File: src/rtl/mixer_pkg.sv
// Shared colours, report flag indices and report FSM states for sprite_collision_mixer.
package mixer_pkg;

    localparam logic [2:0] COL_TANK1 = 3'b011;
    localparam logic [2:0] COL_TANK2 = 3'b110;
    localparam logic [2:0] COL_PF    = 3'b100;
    localparam logic [2:0] COL_BG    = 3'b000;
    localparam logic [2:0] COL_FLASH = 3'b111;

    localparam int FLAG_T1_PF = 0;
    localparam int FLAG_T2_PF = 1;
    localparam int FLAG_T1_T2 = 2;

    typedef enum logic {
        EMPTY   = 1'b0,
        PENDING = 1'b1
    } rpt_state_e;

    function automatic logic [2:0] prio_colour(input logic t1, input logic t2, input logic pf);
        logic [2:0] c;
        c = COL_BG;
        if (t1)      c = COL_TANK1;
        else if (t2) c = COL_TANK2;
        else if (pf) c = COL_PF;
        return c;
    endfunction

endpackage

File: src/rtl/sat_counter.sv
// Saturating up-counter with synchronous clear; clear and increment together load 1.
module sat_counter #(
    parameter int W = 8
) (
    input  logic         clk,
    input  logic         reset,
    input  logic         inc,
    input  logic         clr,
    output logic [W-1:0] q
);

    logic [W-1:0] q_q;
    logic [W-1:0] q_d;

    always_comb begin
        q_d = q_q;
        if (clr)
            q_d = inc ? W'(1) : '0;
        else if (inc && (q_q != '1))
            q_d = q_q + W'(1);
    end

    always_ff @(posedge clk or posedge reset) begin
        if (reset) q_q <= '0;
        else       q_q <= q_d;
    end

    assign q = q_q;

endmodule

File: src/rtl/sprite_collision_mixer.sv
// Priority pixel mixer with per-frame collision counters and a valid/ack frame report.
// Optional build macro COLLISION_FLASH_EN makes colliding tanks flash white.
module sprite_collision_mixer
    import mixer_pkg::*;
#(
    parameter int CNT_W          = 8,
    parameter int COLLIDE_THRESH = 2
) (
    input  logic             clk,
    input  logic             reset,
    input  logic             display_on,
    input  logic             vsync,
    input  logic             tank1_gfx,
    input  logic             tank2_gfx,
    input  logic             playfield_gfx,
    output logic [2:0]       rgb,
    output logic             report_valid,
    input  logic             report_ack,
    output logic [2:0]       report_flags,
    output logic [CNT_W-1:0] report_t1_pf,
    output logic [CNT_W-1:0] report_t2_pf,
    output logic [CNT_W-1:0] report_t1_t2,
    output logic             report_overrun
);

    localparam logic [CNT_W-1:0] THRESH = CNT_W'(COLLIDE_THRESH);

    logic disp_q, t1_q, t2_q, pf_q, vsync_q;
    logic disp_d, t1_d, t2_d, pf_d, vsync_d;
    logic [2:0] rgb_q, rgb_d;

    always_comb begin
        disp_d  = display_on;
        t1_d    = tank1_gfx;
        t2_d    = tank2_gfx;
        pf_d    = playfield_gfx;
        vsync_d = vsync;
    end

    // Stage 1: input capture
    always_ff @(posedge clk or posedge reset) begin
        if (reset) begin
            disp_q  <= 1'b0;
            t1_q    <= 1'b0;
            t2_q    <= 1'b0;
            pf_q    <= 1'b0;
            vsync_q <= 1'b0;
        end else begin
            disp_q  <= disp_d;
            t1_q    <= t1_d;
            t2_q    <= t2_d;
            pf_q    <= pf_d;
            vsync_q <= vsync_d;
        end
    end

    logic frame_end;
    logic inc_t1_pf, inc_t2_pf, inc_t1_t2;
    logic [CNT_W-1:0] cnt_t1_pf, cnt_t2_pf, cnt_t1_t2;

    assign frame_end = vsync & ~vsync_q;
    assign inc_t1_pf = disp_q & t1_q & pf_q;
    assign inc_t2_pf = disp_q & t2_q & pf_q;
    assign inc_t1_t2 = disp_q & t1_q & t2_q;

    sat_counter #(.W(CNT_W)) u_cnt_t1_pf (
        .clk(clk), .reset(reset), .inc(inc_t1_pf), .clr(frame_end), .q(cnt_t1_pf)
    );
    sat_counter #(.W(CNT_W)) u_cnt_t2_pf (
        .clk(clk), .reset(reset), .inc(inc_t2_pf), .clr(frame_end), .q(cnt_t2_pf)
    );
    sat_counter #(.W(CNT_W)) u_cnt_t1_t2 (
        .clk(clk), .reset(reset), .inc(inc_t1_t2), .clr(frame_end), .q(cnt_t1_t2)
    );

    logic [2:0]       flags_q, flags_d;
    logic [CNT_W-1:0] rpt_t1_pf_q, rpt_t1_pf_d;
    logic [CNT_W-1:0] rpt_t2_pf_q, rpt_t2_pf_d;
    logic [CNT_W-1:0] rpt_t1_t2_q, rpt_t1_t2_d;
    logic             overrun_q, overrun_d;

`ifdef COLLISION_FLASH_EN
    logic [3:0] frame_cnt_q, frame_cnt_d;

    always_comb begin
        frame_cnt_d = frame_cnt_q;
        if (frame_end) frame_cnt_d = frame_cnt_q + 4'd1;
    end

    always_ff @(posedge clk or posedge reset) begin
        if (reset) frame_cnt_q <= 4'd0;
        else       frame_cnt_q <= frame_cnt_d;
    end
`endif

    always_comb begin
        rgb_d = COL_BG;
        if (disp_q) begin
            rgb_d = prio_colour(t1_q, t2_q, pf_q);
`ifdef COLLISION_FLASH_EN
            if (t1_q && t2_q)
                rgb_d = COL_FLASH;
            else if ((t1_q || t2_q) && flags_q[FLAG_T1_T2] && frame_cnt_q[2])
                rgb_d = COL_FLASH;
`endif
        end
    end

    // Stage 2: pixel output
    always_ff @(posedge clk or posedge reset) begin
        if (reset) rgb_q <= COL_BG;
        else       rgb_q <= rgb_d;
    end

    assign rgb = rgb_q;

    rpt_state_e state_q, state_d;

    always_ff @(posedge clk or posedge reset) begin
        if (reset) state_q <= EMPTY;
        else       state_q <= state_d;
    end

    always_comb begin
        state_d = state_q;
        case (state_q)
            EMPTY:   if (frame_end) state_d = PENDING;
            PENDING: if (report_ack && !frame_end) state_d = EMPTY;
            default: state_d = EMPTY;
        endcase
    end

    always_comb begin
        report_valid = (state_q == PENDING);
    end

    // Snapshot uses pre-increment counts; the counters themselves handle the reload.
    always_comb begin
        flags_d     = flags_q;
        rpt_t1_pf_d = rpt_t1_pf_q;
        rpt_t2_pf_d = rpt_t2_pf_q;
        rpt_t1_t2_d = rpt_t1_t2_q;
        overrun_d   = overrun_q;
        if (frame_end) begin
            rpt_t1_pf_d            = cnt_t1_pf;
            rpt_t2_pf_d            = cnt_t2_pf;
            rpt_t1_t2_d            = cnt_t1_t2;
            flags_d[FLAG_T1_PF]    = (cnt_t1_pf >= THRESH);
            flags_d[FLAG_T2_PF]    = (cnt_t2_pf >= THRESH);
            flags_d[FLAG_T1_T2]    = (cnt_t1_t2 >= THRESH);
            overrun_d              = (state_q == PENDING) && !report_ack;
        end else if ((state_q == PENDING) && report_ack) begin
            overrun_d = 1'b0;
        end
    end

    always_ff @(posedge clk or posedge reset) begin
        if (reset) begin
            flags_q     <= '0;
            rpt_t1_pf_q <= '0;
            rpt_t2_pf_q <= '0;
            rpt_t1_t2_q <= '0;
            overrun_q   <= 1'b0;
        end else begin
            flags_q     <= flags_d;
            rpt_t1_pf_q <= rpt_t1_pf_d;
            rpt_t2_pf_q <= rpt_t2_pf_d;
            rpt_t1_t2_q <= rpt_t1_t2_d;
            overrun_q   <= overrun_d;
        end
    end

    assign report_flags   = flags_q;
    assign report_t1_pf   = rpt_t1_pf_q;
    assign report_t2_pf   = rpt_t2_pf_q;
    assign report_t1_t2   = rpt_t1_t2_q;
    assign report_overrun = overrun_q;

endmodule

File: config.mk
export PLATFORM = sky130hd
export DESIGN_NAME = sprite_collision_mixer
export DESIGN_NICKNAME = d
export VERILOG_FILES = /design/src/rtl/mixer_pkg.sv /design/src/rtl/sat_counter.sv /design/src/rtl/sprite_collision_mixer.sv
export SDC_FILE = /design/constraint.sdc
export NUM_CORES = 1
export LEC_CHECK = 0
export ABC_AREA = 1
export CORE_ASPECT_RATIO = 1.4
export CORE_MARGIN = 2
export CORE_UTILIZATION = 54
export CTS_BUF_LIST = sky130_fd_sc_hd__clkbuf_16
export DETAILED_ROUTE_END_ITERATION = 7
export GPL_ROUTABILITY_DRIVEN = 0
export PLACE_DENSITY = 0.88
export REMOVE_ABC_BUFFERS = 1
export SYNTH_ARGS = -nofsm -noshare
export SYNTH_HDL_FRONTEND = slang
export SYNTH_SLANG_ARGS = --single-unit
File: constraint.sdc
create_clock -name clk -period 3 [get_ports clk]
set_input_delay 0.9 -clock clk [delete_from_list [all_inputs] [get_ports clk]]
set_output_delay 0.9 -clock clk [all_outputs]
set_load 0.01 [all_outputs]
== Word-level counts from Yosys, hierarchy flattened ==
Cells that the tools add are included.

* Bits of input ports: 8
* Memories kept: 0
* Flip-flop bits (word level): 61
* Latch bits: 0
* Logic and storage cells: 62
* Output and inout bits: 32
* Bits in writable memories: 0
* Memory bits (read-only): 0

* Divide/modulo/power cells: 0
* Add/subtract/negate cells: 3
* Magnitude comparators: 3
* Bitwise operators: 8
* Multiplexer cells: 18
* Shift operators: 0
* Equality and inequality tests: 3
* Multiply operators: 0
* Reductions and logical operators: 12

{| class="wikitable"
|+ Operator list
! operator !! number
|-
| $mux 8 || 6
|-
| $add 8x1->8 const B || 3
|-
| $ge 8x2->1 const B || 3
|-
| $ne 8x8->1 const B || 3
|-
| $mux 3 || 4
|-
| $reduce_bool 2->1 || 4
|-
| $mux 1 || 7
|-
| $and 1x1->1 || 6
|-
| $logic_and 1x1->1 || 6
|-
| $logic_not 1->1 || 2
|-
| $not 1->1 || 2
|-
| $pmux 1 s2 || 1
|}

== Longest topological paths before layout ==
* Depth in word-level cells: 6
* Gate-level depth with buffers: 8
* Gate-level depth less buffers: 8

== Hierarchy ==
Synthesis repeated with hierarchy kept, for this count alone.

* Cell total of the unflattened synthesis: 366
* Area, all modules: 2920.3 um2

{| class="wikitable"
|+ Modules (own cells, without submodules)
! module !! area each (um2) !! seq. area each (um2) !! cells each !! instances
|-
| sat_counter || 496.7 || 200.2 || 70 || 3
|-
| sprite_collision_mixer || 1430.1 || 925.9 || 156 || 1
|}

== Worst setup path after synthesis ==
OpenSTA, ideal clock, no wires.

* Kind: in2reg
* Start point: input port vsync
* End point: register u_cnt_t1_t2.q_q[7] (netlist: u_cnt_t1_t2.q[7])
* Slack: 1339 ps
* Buffers on the path: 2
* Arrival time: 1545 ps
* Setup time: 116 ps
* Required time: 2884 ps
* Cell stages on the path: 7
* Cell sequence: inv_1 > nor2_4 > inv_2 > buf_4 > buf_4 > nand3_1 > nand2_1

* Word-level cells in the longest chain between the ends: 2
* Elaborated cells on any way between the ends: 3
* Those cells by class: 1 x mux; 1 x bitwise; 1 x reduce/logical

{| class="wikitable"
|+ Ends and longest elaborated chain
! item !! line !! text
|-
| start, declared || sprite_collision_mixer.sv:12 || <nowiki>input logic vsync,</nowiki>
|-
| $and 1x1->1 * || sprite_collision_mixer.sv:61 || <nowiki>assign frame_end = vsync & ~vsync_q;</nowiki>
|-
| $mux 8 / $reduce_bool 2->1 (equally long branches) || n/a ||
|-
| end signal, assigned || sat_counter.sv:25 || <nowiki>else q_q <= q_d;</nowiki>
|-
| end, declared || sat_counter.sv:12 || <nowiki>logic [W-1:0] q_q;</nowiki>
|}

Every way passes the cells marked *; elsewhere a longest branch is shown, timed or not.
A chain may end at the register's enable or synchronous reset.

== Worst setup path after layout ==
* Start point: register overrun_q (netlist: report_overrun)
* End point: output port report_overrun

{| class="wikitable"
|+ RTL lines
! item !! line !! text
|-
| start, declared || sprite_collision_mixer.sv:80 || <nowiki>logic overrun_q, overrun_d;</nowiki>
|-
| start signal, assigned || sprite_collision_mixer.sv:169 || <nowiki>overrun_q <= overrun_d;</nowiki>
|-
| end, declared || sprite_collision_mixer.sv:23 || <nowiki>output logic report_overrun</nowiki>
|}

No word-level cell between the ends.

==> impl_results.md <==
- Status: complete, no violations
- Postcts setup bufs: 0
- First-pass GRT wire length: ~11 mm
- Seq cells post-synth: 61
- Mapped Area: about 0.0029 mm2
- Pwr Density: 562 mW/mm2
- Final setup violation count: 0
- Congestion Overflow GR: 0
- Max IR drop VDD: between 0.0003 and 0.0004 V
- Vias in the first global route: roughly 2.4k
- PostCTS Resize Cnt: 0
- Clock Tree Buf Depth: 2
- Register area share after synthesis: 0.518
- Via count: ~2.5k
- WHS: between 400 and 500 ps
- # port buffers: 39
- CTS clock-pin slew for the worst setup and hold paths: ~50 ps
- DR vias/cell: roughly 5.3
- Commonest register cell after synthesis: dfrtp_1
- Pin count of the biggest net entering global routing: between 70 and 80
- CP Launch Type: register
- DR pass1 iterations: 5
- Post-DR wirelength/cell: around 13 um
- CTS buffer count: 9
- CP arrival: 1220 ps
- Number of synthesized flops with an enable pin: 0
- Layout cells sized above 1: 0.0850
- Slew Viols, Final: 0
- Post-CTS Hold Fix Bufs: 0
- Reg power frac: 0.437
- Die width: about 66 um
- Bufs and invs on worst path: 1
- H-tree depth: 3
- Post-Syn Instances: 354
- Fmax: approximately 470 MHz
- Initial antenna violation count: 0
- Final core utilization: 0.700
- Core area: 0.00524 mm2
- Simple-gate share of the synthesized area: 0.302
- Die area: between 0.006 and 0.007 mm2
- Clk root buf: clkbuf_16
- Relative slew margins: 0.790
- Switch share: 0.231
- Max Clock Skew: roughly 4.1 ps
- Crit-path leading delay family: buffers and inverters
- Inst Count DP: between 400 and 500
- Pint: between 1.5 and 2 mW
- Compound-Gate Fraction of Synth Area: 0.0714
- Synth Area in XOR/XNOR: 0.0149
- Cell Count, Final, Fillers Out: roughly 470
- Worst slew pin tran: 315 ps
- Crit share post-route: 0.708
- RSZ-0062 raised after global routing: false
- Leak: 1.66 nW
- Critical-path cell with the highest stage delay: clkdlybuf4s50_1
- Post-synthesis async set-or-reset flop share: 1.00
- Clk_lat worst skew: 330 ps
- Initial Util: 0.562
- Ys Warns: 0
- Commonest non-fill, non-tap cell in the layout: nand2_1
- Clock network power share: 0.462
- Psw: between 0.4 and 0.5 mW
- # Max-Cap Violations: 0
- Critical path peak fanout: 2
- Placed wire-length estimate: ~4 mm
- Most frequent cells in the layout: nand2_1 (84), dfrtp_1 (61), nand3_1 (45)
- Crit-path cells: clkdlybuf4s50_1
- Initial DRC Count: around 220
- Drc violations: 0
- Layout Area Growth over Synthesis: 24.6%
- Total track usage: 0.229
- Fin worst setup slack: roughly 900 ps
- Antenna Nets Post-Route: 0
- Post-synthesis mux area share: 0
- Cell row count: 31
- Top-Level Pins: 40
- Total Wirelength: around 6.1 mm
- Final hold viol count: 0
- HP Class: reg2reg
- Sum of negative setup slack: 0 ps
- Syn avg cell area: slightly above 8 um2
- Vert. Die Dim: a little over 90 um
- Worst endpoint required time: 2100 ps
- Synth Area in Adders: 0.0255
- Final net count: 410
- Crit path time final: approximately 2100 ps
- CP Capture Type: output pin
- Clock sinks: between 60 and 70
- Largest family of logic cells by synthesized area: simple AND/OR/NAND/NOR gates
- Critical path type: reg2out
- R2R Setup Slk: roughly 1500 ps
- CTS tree: built
- Logic pwr share: 0.101
- Crit-path max cell delay: between 500 and 600 ps
- Place WS: 733 ps
- Count of cell types in the netlist: 23
- Diode count: 0
==> cell families after synthesis <==
family	Yosys count
flops	61
fa+ha+maj	6
xor+xnor	5
simple gates	195
compound gates	42
buf+inv	45
==> cells in the mapped netlist, types with 4 or more instances <==
| cell | number | area [um2] |
|---|---|---|
| ha_1 | 6 | 75.1 |
| nand2_2 | 4 | 25.0 |
| nand4_1 | 4 | 25.0 |
| o21ai_0 | 6 | 30.0 |
| nand2_1 | 84 | 315 |
| nand3_1 | 45 | 225 |
| buf_2 | 4 | 20.0 |
| dfrtp_1 | 61 | 1530 |
| o21ai_1 | 35 | 175 |
| nor2_4 | 4 | 45.0 |
| nor2_1 | 43 | 161 |
| inv_1 | 31 | 116 |
==> final cells by class <==
cell class                      count  area, um2
Multi-Input combinational cell    248       1220
Sequential cell                    61       1530
Clock buffer                        9        225
Inverter                           34        128
Timing Repair Buffer               42        438
Clock inverter                      6       50.0
Tap cell                           66       82.6
Fill cell                         389       1570
==> sequential cells by signal, summed over array words and instances, names as in the netlist, 3 cells and up <==
signal         cells
report_flags       3
report_t1_pf       8
report_t1_t2       8
report_t2_pf       8
rgb                3
u_cnt_t1_pf.q      8
u_cnt_t1_t2.q      8
u_cnt_t2_pf.q      8
==> through the flow <==
step                      power [mW]  instance area (um2)
after floorplan                 1.02                 2870
after global placement          1.11                 3390
after detailed placement        1.12                 3390
after CTS                       2.07                 3670
after global routing            2.14                 3670
final                           2.06                 3670
==> worst reg2reg max path, delay by kind of cell, from the launching register on <==
family | cells | cell delay (ps)
simple gates | 7 | 640
flops | 1 | 460
fa+ha+maj | 1 | 290
==> power by group through the flow <==
| stage | registers, mW | logic, mW | clock network, mW |
|---|---|---|---|
| 6_report | 0.900 | 0.208 | 0.952 |
| 5_1_grt | 0.905 | 0.234 | 0.997 |
| 4_1_cts | 0.900 | 0.211 | 0.963 |
| 3_5_place_dp | 0.912 | 0.209 | 0 |
| 3_3_place_gp | 0.910 | 0.203 | 0 |
| 2_1_floorplan | 0.919 | 0.0984 | 0 |
==> final timing paths <==
path,end,depth (start not counted),startpoint
min in group asynchronous,vsync_q,3,reset
setup / recovery,report_overrun,1,report_overrun
setup reg to reg,u_cnt_t2_pf.q[5],8,u_cnt_t2_pf.q[1]
max in group asynchronous,u_cnt_t2_pf.q[3],3,reset
hold / removal,rgb[2],1,t1_q
hold reg to reg,rgb[2],1,t1_q
==> per-layer routing <==
layer	wire length, um	global-route usage
met1	2400	0.264
met2	3260	0.390
met3	277	0.0632
met4	160	0.0969
met5	0	0
(Power assumes the default switching activity.)
==> RTL change 1, RTL diff (same settings) <==
The parameter `CNT_W` goes from 8 to 10.
--- a/src/rtl/sprite_collision_mixer.sv
+++ b/src/rtl/sprite_collision_mixer.sv
@@ -4,5 +4,5 @@
     import mixer_pkg::*;
 #(
-    parameter int CNT_W          = 8,
+    parameter int CNT_W          = 10,
     parameter int COLLIDE_THRESH = 2
 ) (
Interface: changed (resized report_t1_pf, report_t1_t2 and report_t2_pf); port bits go from 40 to 46. The function was not compared with the original's and may differ.
==> RTL change 1 against the unedited design <==
- clock skew rose by 3.1 ps
- die area rose by 21%
- worst hold slack better by 19 ps
- routed wire length grew 24%
- design area rose by 21%
- count of clock-buffer cells in the layout unchanged
- register-to-register slack got worse by 190 ps
- maximum frequency shrank 1.6%
- sequential cell count rose by 12
- worst setup slack worse by 35 ps
- cell count is 17% higher
- area after synthesis grew 23%
- power up 19%
- critical path type unchanged
==> RTL change 1: results (changes against the unedited design) <==
stage	metric	value	unit	change
timing	Max-slew headroom	0.6899		-0.09988
cts	Clock Tree Root	clkbuf_16		
cts	worst-case clock buffer depth	2		unchanged
critical_path	worst r2r path cells	8		unchanged
final_layout	Antenna diodes	0		unchanged
critical_path	CP arrival	1260	ps	+40 ps
global_routing	GRT met1 Usage	0.2791		+0.01538
detailed_routing	DRT Wirelength	7549	um	+24%
final_layout	Fillers	498		+28%
global_routing	largest net degree at the start of global routing	74		-6.3%
hold_path	Hold Path Sink	report_t2_pf[1]		
yosys	synth top area cells	dfrtp_1 (51%), nand2_1 (12%), nand3_1 (7.6%)		
power	sw power	572.1	uW	+20%
hold_path	Hold Path Cell Cnt	2		+1
hold_path	min-delay worst type	reg -> reg		
critical_path	Reg2Reg Launch Point	u_cnt_t1_pf.q[1]		
cts	clock buffer count from CTS	9		unchanged
final_layout	fin nets	481		+17%
detailed_routing	TritonRoute pass-1 iters	4		-1
cts	Post-CTS Setup Bufs	0		unchanged
yosys	post-synthesis sequential area ratio	0.5059		-0.01260
final_layout	fraction of layout cells with a size suffix above 1	0.1144		+0.02941
cts	Worst-path clk slew	50	ps	about the same
power	total leakage power	0.001986	uW	+20%
detailed_routing	DRC marker count from the first detailed-route iteration	280		+26%
critical_path	Max stage delay cell, worst path	clkdlybuf4s50_1		
timing	clock skew	7.203	ps	+3.078 ps
global_routing	GR Util met2	0.3735		-0.01647
cts	Worst-Skew Late Latency	340	ps	
global_routing	GR Util met3	0.04500		-0.01820
global_routing	initial antenna violation count	0		unchanged
placed_design	input/output buffers	45		+15%
yosys	top cells by count, synth	nand2_1 (111), dfrtp_1 (73), nand3_1 (55)		
yosys	Synth Warn #	0		unchanged
status	status	completed		
hold_path	Hold Startpoint	report_t2_pf[1]		
critical_path	worst reg2reg path endpoint	u_cnt_t1_pf.q[6]		
yosys	EDFF count, synth	0		unchanged
global_routing	vias in the first global route	2923		+22%
critical_path	Critical Path Source	report_t1_t2[0]		
yosys	Synth area leader	dfrtp_1		
placed_design	dpl hpwl	5126	um	+29%
detailed_routing	vias	2981		+20%
yosys	library cells used by synthesis	24		+4.3%
cts	H-tree depth	3		unchanged
critical_path	CP delay by family, top	buffers and inverters		
cts	post-CTS resize count	0		unchanged
global_routing	first-pass GRT wire length	12960	um	+22%
critical_path	CP Max Fanout	2		unchanged
critical_path	r2r setup slk	1310	ps	-190 ps
global_routing	GR Util All Layers	0.2259		-0.003166
power	VDD IR max	0.4706	mV	+24%
yosys	Async S/R FF share, synth	1.000		unchanged
critical_path	max incr delay on CP	550	ps	about the same
[RTL change 1: cells by family (layout without fill, tap and decap cells)]
logic type               after synthesis  count (layout)  share of synthesized area
AND/OR/NAND/NOR                      218             218                     0.2883
flip-flops                            73              73                     0.5059
AO/OA/AOI/OAI                         58              58                     0.1008
buffers and inverters                 55             108                    0.06237
XOR/XNOR                               9               9                    0.02183
adder cells (fa/ha/maj)                6               6                    0.02079
[RTL change 1: power by group through the flow]
stage | Combinational [uW] | Sequential, uW | Clock (uW)
2_1_floorplan | 122 | 1110 | 0
3_3_place_gp | 251 | 1100 | 0
3_5_place_dp | 258 | 1100 | 0
4_1_cts | 262 | 1090 | 1100
5_1_grt | 287 | 1090 | 1150
6_report | 258 | 1090 | 1100
[RTL change 1: layout make-up]
class                           instances  share of cell area
Clock buffer                            9             0.05068
Clock inverter                          7             0.01802
Inverter                               42             0.03604
Multi-Input combinational cell        291              0.3508
Sequential cell                        73              0.4110
Tap cell                               74             0.02083
Timing Repair Buffer                   50              0.1126
[RTL change 1: worst max path at each step]
stage / cells after the start / endpoint
final: 1 / report_t1_t2[0]
after global routing: 6 / u_cnt_t1_pf.q[4]
after CTS: 1 / report_valid
after detailed placement: 7 / u_cnt_t2_pf.q[9]
after global placement: 7 / u_cnt_t2_pf.q[5]
after floorplan: 1 / disp_q
[RTL change 1: layer usage]
metal  share of wire  wire length (um)  up-vias
li1                -                 -     1454
met1            0.41              3092     1439
met2            0.52              3963       71
met3           0.043               328       17
met4           0.022               165        0
met5               0                 0        -
[RTL change 1: metrics by stage]
step                worst slack, ps  cells  hold slack (ps)  instance area [um^2]  utilization
finish                        841.2    546            474.8                  4444       0.6811
global route                  738.9    546            505.0                  4444       0.6811
CTS                           838.3    546            476.4                  4444       0.6811
detailed placement            617.5    530            458.5                  4139       0.6343
global placement              661.6    530            459.6                  4139       0.6343
floorplan                     246.7    406            422.8                  3546            -
==> RTL change 2, RTL diff (same flow settings) <==
Made on the original files. Register the output `report_flags` once more, with the module's reset; this adds one clock of latency there. The other outputs are not delayed to match.
--- a/src/rtl/sprite_collision_mixer.sv
+++ b/src/rtl/sprite_collision_mixer.sv
@@ -171,5 +171,11 @@
     end
 
-    assign report_flags   = flags_q;
+    always_ff @(posedge clk or posedge reset) begin
+        if (reset) begin
+            report_flags <= '0;
+        end else begin
+            report_flags <= flags_q;
+        end
+    end
     assign report_t1_pf   = rpt_t1_pf_q;
     assign report_t2_pf   = rpt_t2_pf_q;
Function: changed (a bounded check fails within 10 cycles, from zero or initial values and one cycle with reset high).
==> RTL change 2 against the unedited design <==
- utilization shrank 0.77 points
- worst setup slack lost 72 ps
- routed wire length grew 9.7%
- clock power grew 2%
- non-clock buffer count grew 2
- power grew 10%
- sequential cell count grew 3
- critical path depth grew 6
- register-to-register slack is essentially flat
- sequential share of layout area grew 0.22 points
- area after synthesis grew 4.8%
- sequential power grew 11%
- design area grew 4.4%
- largest power group is now registers
- highest routed layer unchanged
==> RTL change 2: results (changes against the unedited design) <==
stage	metric	value	unit	change
status	status	completed		
placed_design	Setup WS pre-CTS	500.3	ps	-233.0 ps
hold_path	Hold Path Sink	report_flags[1]		
critical_path	worst r2r path cells	7		-1
timing	clock skew	5.206	ps	+1.081 ps
final_layout	fraction of layout cells with a size suffix above 1	0.1217		+0.03672
final_layout	final std cells w/o fill	487		+4.5%
power	VDD IR max	0.3815	mV	+0.33%
critical_path	CP endpoint	report_t2_pf[4]		
final_layout	bufs w/o clock	44		+4.8%
critical_path	CP arrival	2420	ps	+1200 ps
detailed_routing	vias	2642		+6.3%
critical_path	worst reg2reg path endpoint	u_cnt_t1_pf.q[3]		
final_layout	Register Area	1602	um^2	+4.9%
yosys	Synth Instances	369		+4.2%
global_routing	initial antenna violation count	0		unchanged
power	clock share of power	0.426		-0.036
critical_path	CP Max Fanout	38		+36
power	sw power	564.8	uW	+19%
global_routing	first-pass GRT wire length	11410	um	+7.7%
yosys	#FFs+latches synth	64		+4.9%
final_layout	Fillers	433		+11%
global_routing	largest net degree at the start of global routing	41		-48%
power	Comb pwr share	0.133		+0.032
final_layout	Final Util	0.6927		-0.007650
yosys	Avg Cell Area, Syn	8.358	um^2	+0.50%
final_layout	multi-input gate count	259		+4.4%
final_layout	buffering overhead	0.1151		-0.004343
detailed_routing	DRT Wirelength	6684	um	+9.7%
final_layout	Non-clk invs	36		+5.9%
yosys	synth top area cells	dfrtp_1 (52%), nand2_1 (12%), nand3_1 (7.6%)		
hold_path	Hold Path Cell Cnt	0		-1
yosys	library cells used by synthesis	24		+4.3%
final_layout	fin nets	428		+4.4%
detailed_routing	TritonRoute pass-1 iters	7		+2
timing	min setup slack post-route	804.0	ps	-72.35 ps
critical_path	Reg2Reg Launch Point	u_cnt_t1_pf.q[1]		
power	Power Density	593.7	nW/um^2	+5.7%
critical_path	Critical Path Source	vsync		
detailed_routing	DRC marker count from the first detailed-route iteration	181		-18%
final_layout	area used by multi-input combinational logic	1284	um^2	+5.4%
power	total leakage power	0.001803	uW	+8.7%
placed_design	Placed Instances	471		+4.4%
hold_path	Hold Startpoint	flags_q[1]		
critical_path	Max stage delay cell, worst path	inv_2		
yosys	top cells by count, synth	nand2_1 (97), dfrtp_1 (64), nand3_1 (47)		
placed_design	dpl hpwl	4487	um	+13%
yosys	post-synthesis sequential area ratio	0.5193		+0.0007827
critical_path	max incr delay on CP	460	ps	-90 ps
global_routing	GR Util All Layers	0.2396		+0.01053
## RTL change 2: changes by cell type after synthesis, sizes merged, moves of 2 or more
cell    before  now
xor2         3    1
clkbuf       2    4
o21ai       41   37
nand4        4    1
buf          9    6
nand3       48   50
dfrtp       61   64
nand2       91  106
inv         34   36
## RTL change 2: cell families (layout without fill, tap and decap cells)
family,Yosys count,count (layout),share of synthesized area
AOI/OAI and AO/OA,40,40,0.07911
xor gates and xnor gates,2,2,0.005681
and+or+nand+nor,211,211,0.3071
buffers and inverters,46,96,0.06450
DFF,64,64,0.5193
adders and majority gates,6,6,0.02434
## RTL change 2: layer usage
layer  track usage  part of all wire
met5             0                 0
met4        0.1350             0.033
met3       0.03249             0.048
met2        0.4150              0.54
met1        0.2756              0.38
## RTL change 2: worst reg2reg max path, cell delays in order (launching register included)
cell and delay [ps]:
dfrtp_1 420, ha_1 290, nand2_1 100, nor2_1 140
nand2_2 120, nand2_4 140, nand3_1 100, o21ai_1 110
